$ cat src/rtl/multicycle_controller_pkg.sv
// Shared encodings for the multicycle RV32I controller and its datapath:
// states, opcodes, ALU codes and datapath select codes.
package multicycle_controller_pkg;

  typedef enum logic [3:0] {
    S_FETCH    = 4'd0,
    S_DECODE   = 4'd1,
    S_MEMADR   = 4'd2,
    S_MEMREAD  = 4'd3,
    S_MEMWB    = 4'd4,
    S_MEMWRITE = 4'd5,
    S_EXECUTER = 4'd6,
    S_EXECUTEI = 4'd7,
    S_ALUWB    = 4'd8,
    S_BEQ      = 4'd9,
    S_JAL      = 4'd10
  } state_t;

  localparam logic [6:0] OP_LW    = 7'b0000011;
  localparam logic [6:0] OP_SW    = 7'b0100011;
  localparam logic [6:0] OP_RTYPE = 7'b0110011;
  localparam logic [6:0] OP_ITYPE = 7'b0010011;
  localparam logic [6:0] OP_BEQ   = 7'b1100011;
  localparam logic [6:0] OP_JAL   = 7'b1101111;

  localparam logic [1:0] ALUOP_ADD  = 2'b00;
  localparam logic [1:0] ALUOP_SUB  = 2'b01;
  localparam logic [1:0] ALUOP_FUNC = 2'b10;

  localparam logic [2:0] ALU_ADD = 3'b000;
  localparam logic [2:0] ALU_SUB = 3'b001;
  localparam logic [2:0] ALU_AND = 3'b010;
  localparam logic [2:0] ALU_OR  = 3'b011;
  localparam logic [2:0] ALU_SLT = 3'b101;

  localparam logic [1:0] IMM_I = 2'b00;
  localparam logic [1:0] IMM_S = 2'b01;
  localparam logic [1:0] IMM_B = 2'b10;
  localparam logic [1:0] IMM_J = 2'b11;

  localparam logic [1:0] RES_ALUOUT    = 2'b00;
  localparam logic [1:0] RES_DATA      = 2'b01;
  localparam logic [1:0] RES_ALURESULT = 2'b10;

  localparam logic [1:0] SRCA_PC    = 2'b00;
  localparam logic [1:0] SRCA_OLDPC = 2'b01;
  localparam logic [1:0] SRCA_RS1   = 2'b10;

  localparam logic [1:0] SRCB_RS2   = 2'b00;
  localparam logic [1:0] SRCB_IMM   = 2'b01;
  localparam logic [1:0] SRCB_FOUR  = 2'b10;

endpackage

$ cat src/rtl/multicycle_controller_if.sv
// Controller <-> datapath bundle: decoded instruction fields and status in,
// selects/enables and debug state out.
// Handshake: MemReady=1 means memory completes the access presented this
// cycle; the FSM holds in FETCH/MEMREAD/MEMWRITE while MemReady=0.
interface multicycle_controller_if #(parameter int CNT_W = 32);
  logic [6:0]       op;
  logic [2:0]       funct3;
  logic             funct7b5;
  logic             Zero;
  logic             MemReady;
  logic             PCWrite;
  logic             AdrSrc;
  logic             MemWrite;
  logic             IRWrite;
  logic [1:0]       ResultSrc;
  logic [1:0]       ALUSrcA;
  logic [1:0]       ALUSrcB;
  logic [1:0]       ImmSrc;
  logic [2:0]       ALUControl;
  logic             RegWrite;
  logic             Illegal;
  logic [CNT_W-1:0] InstRet;
  logic [3:0]       State;

  modport master (
    input  op, funct3, funct7b5, Zero, MemReady,
    output PCWrite, AdrSrc, MemWrite, IRWrite, ResultSrc, ALUSrcA, ALUSrcB,
           ImmSrc, ALUControl, RegWrite, Illegal, InstRet, State
  );

  modport slave (
    output op, funct3, funct7b5, Zero, MemReady,
    input  PCWrite, AdrSrc, MemWrite, IRWrite, ResultSrc, ALUSrcA, ALUSrcB,
           ImmSrc, ALUControl, RegWrite, Illegal, InstRet, State
  );
endinterface

$ cat src/rtl/multicycle_controller_alu_decoder.sv
// Combinational ALU control decode from ALUOp and the instruction function bits.
import multicycle_controller_pkg::*;

module multicycle_controller_alu_decoder (
  input  logic [1:0] aluop,
  input  logic [2:0] funct3,
  input  logic       funct7b5,
  input  logic       op5,
  output logic [2:0] alu_control
);
  always_comb begin
    alu_control = ALU_ADD;
    case (aluop)
      ALUOP_ADD: alu_control = ALU_ADD;
      ALUOP_SUB: alu_control = ALU_SUB;
      ALUOP_FUNC: begin
        case (funct3)
          // Only register-register ops with funct7[5] subtract; addi never does.
          3'b000:  alu_control = (op5 & funct7b5) ? ALU_SUB : ALU_ADD;
          3'b010:  alu_control = ALU_SLT;
          3'b110:  alu_control = ALU_OR;
          3'b111:  alu_control = ALU_AND;
          default: alu_control = ALU_ADD;
        endcase
      end
      default: alu_control = ALU_ADD;
    endcase
  end
endmodule

$ cat src/rtl/multicycle_controller.sv
// Multicycle RV32I control FSM with memory-ready stalls, sticky illegal-opcode
// flag and retired-instruction counter.
import multicycle_controller_pkg::*;

module multicycle_controller #(
  parameter int CNT_W = 32
) (
  input  logic                         clk,
  input  logic                         reset,
  multicycle_controller_if.master      bus
);
  state_t           state;
  logic             illegal;
  logic [CNT_W-1:0] inst_ret;
  logic             retire;
  logic [1:0]       aluop;
  logic             pc_update;
  logic             branch;

  assign retire = (state == S_MEMWB) || (state == S_ALUWB) || (state == S_BEQ) ||
                  ((state == S_MEMWRITE) && bus.MemReady);

  always_ff @(posedge clk or posedge reset) begin
    if (reset) begin
      state    <= S_FETCH;
      illegal  <= 1'b0;
      inst_ret <= '0;
    end else begin
      if (retire) inst_ret <= inst_ret + CNT_W'(1);
      case (state)
        S_FETCH:    if (bus.MemReady) state <= S_DECODE;
        S_DECODE: begin
          case (bus.op)
            OP_LW, OP_SW: state <= S_MEMADR;
            OP_RTYPE:     state <= S_EXECUTER;
            OP_ITYPE:     state <= S_EXECUTEI;
            OP_BEQ:       state <= S_BEQ;
            OP_JAL:       state <= S_JAL;
            default: begin
              state   <= S_FETCH;
              illegal <= 1'b1;
            end
          endcase
        end
        S_MEMADR:   state <= bus.op[5] ? S_MEMWRITE : S_MEMREAD;
        S_MEMREAD:  if (bus.MemReady) state <= S_MEMWB;
        S_MEMWRITE: if (bus.MemReady) state <= S_FETCH;
        S_MEMWB, S_ALUWB, S_BEQ: state <= S_FETCH;
        S_EXECUTER, S_EXECUTEI, S_JAL: state <= S_ALUWB;
        default:    state <= S_FETCH;
      endcase
    end
  end

  // Moore decode; only the FETCH enables and the branch see live status inputs.
  always_comb begin
    pc_update     = 1'b0;
    branch        = 1'b0;
    aluop         = ALUOP_ADD;
    bus.AdrSrc    = 1'b0;
    bus.MemWrite  = 1'b0;
    bus.IRWrite   = 1'b0;
    bus.ResultSrc = RES_ALUOUT;
    bus.ALUSrcA   = SRCA_PC;
    bus.ALUSrcB   = SRCB_RS2;
    bus.RegWrite  = 1'b0;
    case (state)
      S_FETCH: begin
        bus.IRWrite   = bus.MemReady;
        bus.ALUSrcB   = SRCB_FOUR;
        bus.ResultSrc = RES_ALURESULT;
        pc_update     = bus.MemReady;
      end
      S_DECODE: begin
        bus.ALUSrcA = SRCA_OLDPC;
        bus.ALUSrcB = SRCB_IMM;
      end
      S_MEMADR: begin
        bus.ALUSrcA = SRCA_RS1;
        bus.ALUSrcB = SRCB_IMM;
      end
      S_MEMREAD:  bus.AdrSrc = 1'b1;
      S_MEMWB: begin
        bus.ResultSrc = RES_DATA;
        bus.RegWrite  = 1'b1;
      end
      S_MEMWRITE: begin
        bus.AdrSrc   = 1'b1;
        bus.MemWrite = 1'b1;
      end
      S_EXECUTER: begin
        bus.ALUSrcA = SRCA_RS1;
        aluop       = ALUOP_FUNC;
      end
      S_EXECUTEI: begin
        bus.ALUSrcA = SRCA_RS1;
        bus.ALUSrcB = SRCB_IMM;
        aluop       = ALUOP_FUNC;
      end
      S_ALUWB:    bus.RegWrite = 1'b1;
      S_BEQ: begin
        bus.ALUSrcA = SRCA_RS1;
        aluop       = ALUOP_SUB;
        branch      = 1'b1;
      end
      S_JAL: begin
        bus.ALUSrcA = SRCA_OLDPC;
        bus.ALUSrcB = SRCB_FOUR;
        pc_update   = 1'b1;
      end
      default: ;
    endcase
  end

  always_comb begin
    case (bus.op)
      OP_SW:   bus.ImmSrc = IMM_S;
      OP_BEQ:  bus.ImmSrc = IMM_B;
      OP_JAL:  bus.ImmSrc = IMM_J;
      default: bus.ImmSrc = IMM_I;
    endcase
  end

  multicycle_controller_alu_decoder u_alu_decoder (
    .aluop       (aluop),
    .funct3      (bus.funct3),
    .funct7b5    (bus.funct7b5),
    .op5         (bus.op[5]),
    .alu_control (bus.ALUControl)
  );

  assign bus.PCWrite = pc_update | (branch & bus.Zero);
  assign bus.Illegal = illegal;
  assign bus.InstRet = inst_ret;
  assign bus.State   = state;
endmodule
$ cat src/flat_wrapper.sv
// flat-port wrapper written by rule: the top's interface ports become plain ports
module multicycle_controller_flat 
#(
  parameter int CNT_W = 32
)
  (clk, reset, bus_op, bus_funct3, bus_funct7b5, bus_Zero, bus_MemReady, bus_PCWrite, bus_AdrSrc, bus_MemWrite, bus_IRWrite, bus_ResultSrc, bus_ALUSrcA, bus_ALUSrcB, bus_ImmSrc, bus_ALUControl, bus_RegWrite, bus_Illegal, bus_InstRet, bus_State);
  multicycle_controller_if #(.CNT_W(CNT_W)) bus_i ();
  input  logic clk;
  input  logic reset;
  input wire logic [$bits(bus_i.op)-1:0] bus_op;
  input wire logic [$bits(bus_i.funct3)-1:0] bus_funct3;
  input wire logic [$bits(bus_i.funct7b5)-1:0] bus_funct7b5;
  input wire logic [$bits(bus_i.Zero)-1:0] bus_Zero;
  input wire logic [$bits(bus_i.MemReady)-1:0] bus_MemReady;
  output wire logic [$bits(bus_i.PCWrite)-1:0] bus_PCWrite;
  output wire logic [$bits(bus_i.AdrSrc)-1:0] bus_AdrSrc;
  output wire logic [$bits(bus_i.MemWrite)-1:0] bus_MemWrite;
  output wire logic [$bits(bus_i.IRWrite)-1:0] bus_IRWrite;
  output wire logic [$bits(bus_i.ResultSrc)-1:0] bus_ResultSrc;
  output wire logic [$bits(bus_i.ALUSrcA)-1:0] bus_ALUSrcA;
  output wire logic [$bits(bus_i.ALUSrcB)-1:0] bus_ALUSrcB;
  output wire logic [$bits(bus_i.ImmSrc)-1:0] bus_ImmSrc;
  output wire logic [$bits(bus_i.ALUControl)-1:0] bus_ALUControl;
  output wire logic [$bits(bus_i.RegWrite)-1:0] bus_RegWrite;
  output wire logic [$bits(bus_i.Illegal)-1:0] bus_Illegal;
  output wire logic [$bits(bus_i.InstRet)-1:0] bus_InstRet;
  output wire logic [$bits(bus_i.State)-1:0] bus_State;
  assign bus_i.op = bus_op;
  assign bus_i.funct3 = bus_funct3;
  assign bus_i.funct7b5 = bus_funct7b5;
  assign bus_i.Zero = bus_Zero;
  assign bus_i.MemReady = bus_MemReady;
  assign bus_PCWrite = bus_i.PCWrite;
  assign bus_AdrSrc = bus_i.AdrSrc;
  assign bus_MemWrite = bus_i.MemWrite;
  assign bus_IRWrite = bus_i.IRWrite;
  assign bus_ResultSrc = bus_i.ResultSrc;
  assign bus_ALUSrcA = bus_i.ALUSrcA;
  assign bus_ALUSrcB = bus_i.ALUSrcB;
  assign bus_ImmSrc = bus_i.ImmSrc;
  assign bus_ALUControl = bus_i.ALUControl;
  assign bus_RegWrite = bus_i.RegWrite;
  assign bus_Illegal = bus_i.Illegal;
  assign bus_InstRet = bus_i.InstRet;
  assign bus_State = bus_i.State;
  multicycle_controller #(.CNT_W(CNT_W)) u_core (.clk(clk), .reset(reset), .bus(bus_i));
endmodule
$ cat config.mk
export PLATFORM = sky130hd
export DESIGN_NAME = multicycle_controller_flat
export DESIGN_NICKNAME = d
export VERILOG_FILES = /design/src/rtl/multicycle_controller_pkg.sv /design/src/rtl/multicycle_controller_if.sv /design/src/rtl/multicycle_controller_alu_decoder.sv /design/src/rtl/multicycle_controller.sv /design/src/flat_wrapper.sv
export SDC_FILE = /design/constraint.sdc
export NUM_CORES = 1
export LEC_CHECK = 0
export ABC_AREA = 1
export CORE_MARGIN = 2
export CORE_UTILIZATION = 46
export CTS_BUF_LIST = sky130_fd_sc_hd__clkbuf_4 sky130_fd_sc_hd__clkbuf_8
export DETAILED_ROUTE_END_ITERATION = 16
export PLACE_DENSITY = 0.82
export SETUP_SLACK_MARGIN = 0.5
export SYNTH_ARGS = -nofsm -noshare
export SYNTH_HDL_FRONTEND = slang
export SYNTH_SLANG_ARGS = --single-unit
$ cat constraint.sdc
create_clock -name clk -period 1.6 [get_ports clk]
set_input_delay 0.4 -clock clk [delete_from_list [all_inputs] [get_ports clk]]
set_output_delay 0.4 -clock clk [all_outputs]
set_load 0.01 [all_outputs]
==> results of run 1 <==
routing by layer:
layer,global-route usage,GRT overflow
met5,0.182,0
met4,0.590,5
met1,0.647,0
met2,0.840,6
met3,0.453,0
stage by stage:
step                      TNS [ps]  std cells  hold slack [ps]
after floorplan               -223        419              360
after global placement      -10640        601              462
after detailed placement    -12710        601              473
after CTS                    -8250        666              489
cells by family after synthesis:
group | count (synthesis)
AO/OA/AOI/OAI | 18
XOR/XNOR | 12
adder cells (fa/ha/maj) | 3
buffers and inverters | 57
flip-flops | 37
AND/OR/NAND/NOR | 292
cell usage after synthesis, drive strengths merged (2+ instances only):
cell | number | area [µm²]
nand2 | 181 | 689
nor2 | 73 | 307
inv | 52 | 195
dfrtp | 37 | 926
nand3 | 23 | 145
o21ai | 8 | 47.6
nand4 | 7 | 56.3
a21oi | 6 | 33.8
xnor2 | 6 | 52.6
xor2 | 6 | 52.6
buf | 5 | 61.3
ha | 3 | 37.5
nand3b | 3 | 22.5
nor3 | 2 | 10.0
timing repair:
action,4_1_cts
pin swaps,27
endpoints found under the setup margin,90
cloned,4
resized for setup,361
buffers inserted,53
==> metrics.txt, run 1 <==
run status did not finish; failing step global routing; error that ended the run [ERROR GRT-0232] Routing congestion too high. Check the congestion heatmap in the GUI.; initial core utilization 0.482; pre-CTS setup slack -855 ps; number of CTS-inserted buffers 5; cell count after synthesis 419; worst-path endpoint after global-route repair_timing bus_ALUControl[2]; Post-synth EDFFs 0; hold-fix buffers at CTS 0; syn nets 437; GP Congestion 0.942; synthesized cell area 2690 µm²; Post-Synth Adder-Cell Area 0.0140; hpwl dp 6.38 mm; Clock Tree Root clkbuf_8; htree depth 2; Yosys cell types 32; Simple-Gate Fraction of Synth Area 0.465; Worst End Pin Type output port; Seq cells post-synth 37; main combinational cell family by area after synthesis simple AND/OR/NAND/NOR gates; dpl cell area 3950 µm²; clock buffer depth 2; Most used DFF post-synth dfrtp_1; Avg Synthesized Cell Area 6.41 µm²; multiplexer share of the synthesized area 0; ys async rst share 1.00; Synthesis Warnings 0; largest net degree at the start of global routing 38; port bufs 67; Synth Area in XOR/XNOR 0.0391; Seq/Total Area, Yosys 0.345; number of top-level pins 68; grt ovf 11; die width 80.4 µm; clk sink count 37; complex-gate fraction of the synthesized area 0.0424; row count 27; Die Ht 80.4 µm; Overall Global Routing Usage 0.641
==> inputs of run 2 (changes only) <==
- CORE_UTILIZATION: 46 -> 40
- CTS_BUF_LIST: sky130_fd_sc_hd__clkbuf_4 sky130_fd_sc_hd__clkbuf_8 -> not set
- PLACE_DENSITY: 0.82 -> not set
- PLACE_DENSITY_LB_ADDON: not set -> 0.15
- SETUP_SLACK_MARGIN: 0.5 -> not set
- clock period: 1.6 -> 2.08 ns (I/O delays scaled with it)
==> run 2 against run 1 <==
The flow now finishes, with violations (negative setup slack). Synthesized cell count unchanged. Area after synthesis unchanged.
==> metrics.txt, run 2 <==
run status finished, violations left; failing checks negative setup slack; number of global-route vias before repair 2,800; ys async rst share 1.00 (unchanged); pwr dens 620 nW/µm²; Final Cell Area 3870 µm²; initial core utilization 0.418 (-0.0637); top post-synthesis cells by area dfrtp_1 (34%), nand2_1 (25%), nor2_1 (9.2%); Starting DRT DRC Count 152; grt ovf 0; number of top-level pins 68 (unchanged); clk_skew 5.84 ps; Arr. time, crit path 1620 ps; Non-Filler Instances 607; fill cell count 624; clock buffer depth 2 (unchanged); Seq/Total Area, Yosys 0.345 (unchanged); setup ws final -62.8 ps; Synth top area share 0.345 (unchanged); Register Area 927 µm²; Skew-Pair Late Insertion Delay 290 ps; most numerous cell in the Yosys netlist nand2_1; share of layout cells above drive strength 1 0.217; Post-synth top cells nand2_1 (177), nor2_1 (66), inv_1 (48); Clock Tree Root clkbuf_8; largest net degree at the start of global routing 38; Vias/cell 4.86; Worst-path clk slew 70 ps; placed cells 591 (-1.7%); Util after Layout 0.602; dpl cell area 3640 µm² (-7.8%); final setup vio count 4; Die Ht 86.0 µm (+6.9%); most frequent cells in the layout nand2_1 (171), nor2_1 (57), clkdlybuf4s50_1 (44); worst hold slack 490 ps; Peak Freq 467 MHz; synthesized cell area 2690 µm² (unchanged); hpwl dp 5.83 mm (-8.5%); row count 29 (+7.4%); Routed WL 7.81 mm; total of max-cap violations 0; Peak VDD IR 0.312 mV; via count of the routed design 2,948; Die ar. 7390 µm²; drc violations 0; Tcrit/Tclk final 1.03; normalized max-slew margin 0.680; critical path required time 1560 ps; die width 86.0 µm (+6.9%); Crit. End Element output port; fin nets 547; port bufs 67 (unchanged); post-route ant nets 0; measured slew at the worst slew-check pin 481 ps; Synthesis Warnings 0 (unchanged); max reg flops 32; antenna violations before repair 0; DRT Pass-1 Iters 4; Hold WC Path Type reg2reg; Core Box Area 6420 µm²; clk sink count 37 (unchanged); Overall Global Routing Usage 0.216; htree depth 2 (unchanged); max-slew violations 0; Post-synth EDFFs 0 (unchanged); Final min period 2140 ps; first-pass GRT wire length 12.8 mm; Yosys cell types 32 (unchanged); Leakage 0.00185 µW; most common cell after layout, fill and taps aside nand2_1; largest area contributor in the netlist dfrtp_1; antenna fix cells 0; pre-CTS setup slack -509 ps (+346 ps); syn nets 437 (unchanged); CP Launch Type flip-flop; WL per Instance 12.9 µm; crit path max fanout 3; number of CTS-inserted buffers 5 (unchanged); area grow syn2layout 43.9%; GP Congestion 0.926 (-1.6%); Final Hold Fails 0; multi-input logic area 1610 µm²; Avg Synthesized Cell Area 6.41 µm² (unchanged); RSZ-0062 raised after global routing yes; hold-fix buffers at CTS 0 (unchanged); Most used DFF post-synth dfrtp_1; CP Class reg2out; Seq cells post-synth 37 (unchanged); CTS tree built; cell count after synthesis 419 (unchanged)
[run 2: stage by stage]
step | TNS [ps] | power, µW
floorplan | 0 | 1260
global placement | -2310 | 1750
detailed placement | -2430 | 1750
CTS | -161 | 2310
global route | -617 | 2540
finish | -182 | 2400
[run 2: metal layers]
metal,vias to the layer above,wire [µm],global-route usage
met2,81,3680,0.347
met5,-,0,0
met1,1353,3590,0.290
met3,10,390,0.0385
met4,0,143,0.0794
li1,1504,-,-
[run 2: area by class of cell]
| type | count | share of cell area |
|---|---|---|
| well taps | 77 | 0.0249 |
| repair buffers | 108 | 0.242 |
| multi-input cells | 325 | 0.416 |
| clock inverters | 1 | 0.00129 |
| clock buffers | 7 | 0.0249 |
| flip-flops and latches | 37 | 0.240 |
| inverters | 52 | 0.0511 |
[run 2: worst max-delay path: stages (launching register included)]
cell and delay, ps:
dfrtp_2 440, nor2_4 150, nand3_4 130, ha_4 200, nand2_4 70, nor2_2 30
nor2_1 110, a21oi_1 60, buf_2 130
[run 2: kinds of logic (layout without fill, tap and decap cells)]
family,Yosys count,count (layout),synth area share
and+or+nand+nor,292,292,0.465
AOI/OAI and AO/OA,18,18,0.0424
xor gates and xnor gates,12,12,0.0391
buffers and inverters,57,168,0.0954
DFF,37,37,0.345
adders and majority gates,3,3,0.0140
[run 2: what timing repair did]
item | in CTS | in global routing
setup buffers | 3 | 6
gates resized for setup | 67 | 37
pin swaps | 6 | 15
setup endpoints to repair | 16 | 13
[run 2: power breakdown]
| part | internal [µW] | total, µW | switching [µW] |
|---|---|---|---|
| registers | 775 | 845 | 69.8 |
| logic | 501 | 991 | 490 |
| clock network | 300 | 562 | 262 |
| total | 1580 | 2400 | 822 |
[run 2: final timing paths]
| path | from | to | slack [ps] | depth (start not counted) |
|---|---|---|---|---|
| worst min register to register | u_core.bus.Illegal$_DFFE_PP0P_ | u_core.bus.Illegal$_DFFE_PP0P_ | 490 | 1 |
| min in group asynchronous | reset | u_core.bus.InstRet[8]$_DFFE_PP0P_ | 640 | 3 |
| worst max register to register | u_core.bus.State[3]$_DFFE_PP0P_ | u_core.bus.InstRet[5]$_DFFE_PP0P_ | 380 | 9 |
| worst min-delay path | u_core.bus.Illegal$_DFFE_PP0P_ | u_core.bus.Illegal$_DFFE_PP0P_ | 490 | 1 |
| max in group asynchronous | reset | u_core.bus.State[1]$_DFFE_PP0P_ | 1080 | 3 |
| worst max-delay path | u_core.bus.State[1]$_DFFE_PP0P_ | bus_ALUControl[0] | -60 | 8 |
(Power assumes the default switching activity.)
==> inputs of run 3 (changes only) <==
- GPL_ROUTABILITY_DRIVEN: not set -> 0
- REMOVE_ABC_BUFFERS: not set -> 1
==> run 3 against run 2 <==
Cell count unchanged. Non-clock buffer count unchanged. First-iteration DRC count is 35% lower. Largest cell class unchanged. Core utilization about the same. Fmax up 3.0%. Flip-flop and latch count unchanged. The run still ends with negative setup slack left. Critical endpoint unchanged. Sequential share of layout area about the same.
==> metrics.txt, run 3 (same netlist as run 2, synthesis figures left out) <==
Routed WL 7.40 mm (-5.3%); most frequent cells in the layout nand2_1 (174), nor2_1 (58), inv_1 (45); Register-to-Register Setup Slack 390 ps (about the same); initial core utilization 0.418 (unchanged); CP Launch Type flip-flop; Util after Layout 0.603 (about the same); Peak VDD IR 0.364 mV (+17%); CTS tree built; Peak Freq 481 MHz (+3.0%); DRT Pass-1 Iters 4 (unchanged); pwr dens 627 nW/µm² (+1.2%); via count of the routed design 2,910 (-1.3%); clk sink count 37 (unchanged); Tcrit/Tclk final 1.00 (-0.0301); grt ovf 0 (unchanged); clk_skew 11.1 ps (+5.27 ps); largest net degree at the start of global routing 38 (unchanged); Hold WC Path Type reg2reg; critical path endpoint bus_ALUControl[0]; final setup vio count 1 (-3); Worst Reg-to-Reg Cells 10 (+1); measured slew at the worst slew-check pin 468 ps (-12.9 ps); max-slew violations 0 (unchanged); most common cell after layout, fill and taps aside nand2_1; htree depth 2 (unchanged); antenna fix cells 0 (unchanged); dpl cell area 3670 µm² (+0.82%); area grow syn2layout 44.0% (about the same); Leakage 0.00186 µW (about the same); fill cell count 625 (+0.16%); die width 86.0 µm (unchanged); RSZ-0062 raised after global routing yes; Skew-Pair Late Insertion Delay 300 ps (about the same); number of CTS-inserted buffers 5 (unchanged); number of top-level pins 68 (unchanged); Final Cell Area 3870 µm² (about the same); normalized max-slew margin 0.688 (+0.00862); number of global-route vias before repair 2,782 (-0.64%); fin nets 547 (unchanged); Die ar. 7390 µm² (unchanged); Starting DRT DRC Count 99 (-35%); Tot Pwr 2430 µW (+1.3%); Crit. End Element output port; CP startpoint u_core.bus.State[0]$_DFFE_PP0P_; Reg-to-Reg End u_core.bus.InstRet[18]$_DFFE_PP0P_; WL per Instance 12.2 µm (-5.3%); Overall Global Routing Usage 0.210 (-0.00568); Worst-path clk slew 80 ps (about the same); Arr. time, crit path 1560 ps (-60 ps); antenna violations before repair 0 (unchanged); critical path required time 1560 ps (about the same); Final Hold Fails 0 (unchanged); Vias/cell 4.79 (-1.3%); port bufs 67 (unchanged); worst r2r src u_core.bus.InstRet[0]$_DFFE_PP0P_; clock buffer depth 2 (unchanged); run status finished, violations left; CP Class reg2out; row count 29 (unchanged); drc violations 0 (unchanged); first-pass GRT wire length 12.4 mm (-3.2%); share of layout cells above drive strength 1 0.204 (-0.0132); Clock Tree Root clkbuf_8; max reg flops 32 (unchanged); Core Box Area 6420 µm² (unchanged); failing checks negative setup slack; worst hold slack 484 ps (-5.45 ps); Final min period 2080 ps (-62.5 ps); crit path max fanout 3 (unchanged); total of max-cap violations 0 (unchanged); hpwl dp 5.79 mm (-0.78%); setup ws final -0.276 ps (+62.5 ps); post-route ant nets 0 (unchanged); Die Ht 86.0 µm (unchanged)
==> run 3: routing by layer <==
layer | up-vias | track usage | part of all wire
met4 | 0 | 0.0779 | 0.017
met3 | 12 | 0.0414 | 0.055
met1 | 1312 | 0.284 | 0.46
met2 | 81 | 0.333 | 0.46
li1 | 1505 | - | -
met5 | - | 0 | 0
==> run 3: final cells by class <==
type                       instances  area, µm²  share of cell area
sequential                        37        927               0.240
tap                               77       96.3              0.0249
multi-input combinational        325       1610               0.416
clock inverter                     1       30.0             0.00776
inverter                          52        195              0.0504
clock buffer                       7       86.3              0.0223
timing repair buffer             108        923               0.239
==> run 3: through the flow <==
step | TNS, ps | cells | worst slack (ps)
after floorplan | 0 | 414 | 63.2
after global placement | -2470 | 595 | -450
after detailed placement | -2590 | 595 | -505
after CTS | -83.6 | 606 | -61.4
after global routing | -331 | 607 | -101
final | -0.276 | 607 | -0.276
==> run 3: power by group <==
group / internal, µW / switching (µW)
Clock: 391 / 260
Combinational: 456 / 459
Sequential: 775 / 85.9
==> run 3: worst min-delay path by stage <==
stage	cells after the start	slack [ps]	start	to
after detailed placement	1	460	u_core.bus.Illegal$_DFFE_PP0P_	u_core.bus.Illegal$_DFFE_PP0P_
after floorplan	1	510	u_core.bus.Illegal$_DFFE_PP0P_	u_core.bus.Illegal$_DFFE_PP0P_
after global routing	1	520	u_core.bus.Illegal$_DFFE_PP0P_	u_core.bus.Illegal$_DFFE_PP0P_
after global placement	1	460	u_core.bus.Illegal$_DFFE_PP0P_	u_core.bus.Illegal$_DFFE_PP0P_
final	1	480	u_core.bus.Illegal$_DFFE_PP0P_	u_core.bus.Illegal$_DFFE_PP0P_
after CTS	1	490	u_core.bus.Illegal$_DFFE_PP0P_	u_core.bus.Illegal$_DFFE_PP0P_
==> run 3: worst max-delay path, cell delays in order (launching register included) <==
cell and delay (ps):
dfrtp_1 370, inv_2 60, nor2_4 130, nand3_4 110, ha_4 190, nand2_4 70, nor2_1 40, nor2_1 120
a21oi_2 60, buf_2 130
==> run 3: what timing repair did <==
action                     CTS  global route
setup endpoints to repair   16            15
setup buffers                3             1
gates resized for setup     65            32
pin swaps                   12             8
hold endpoints to repair     0             0
hold buffers                 0             0
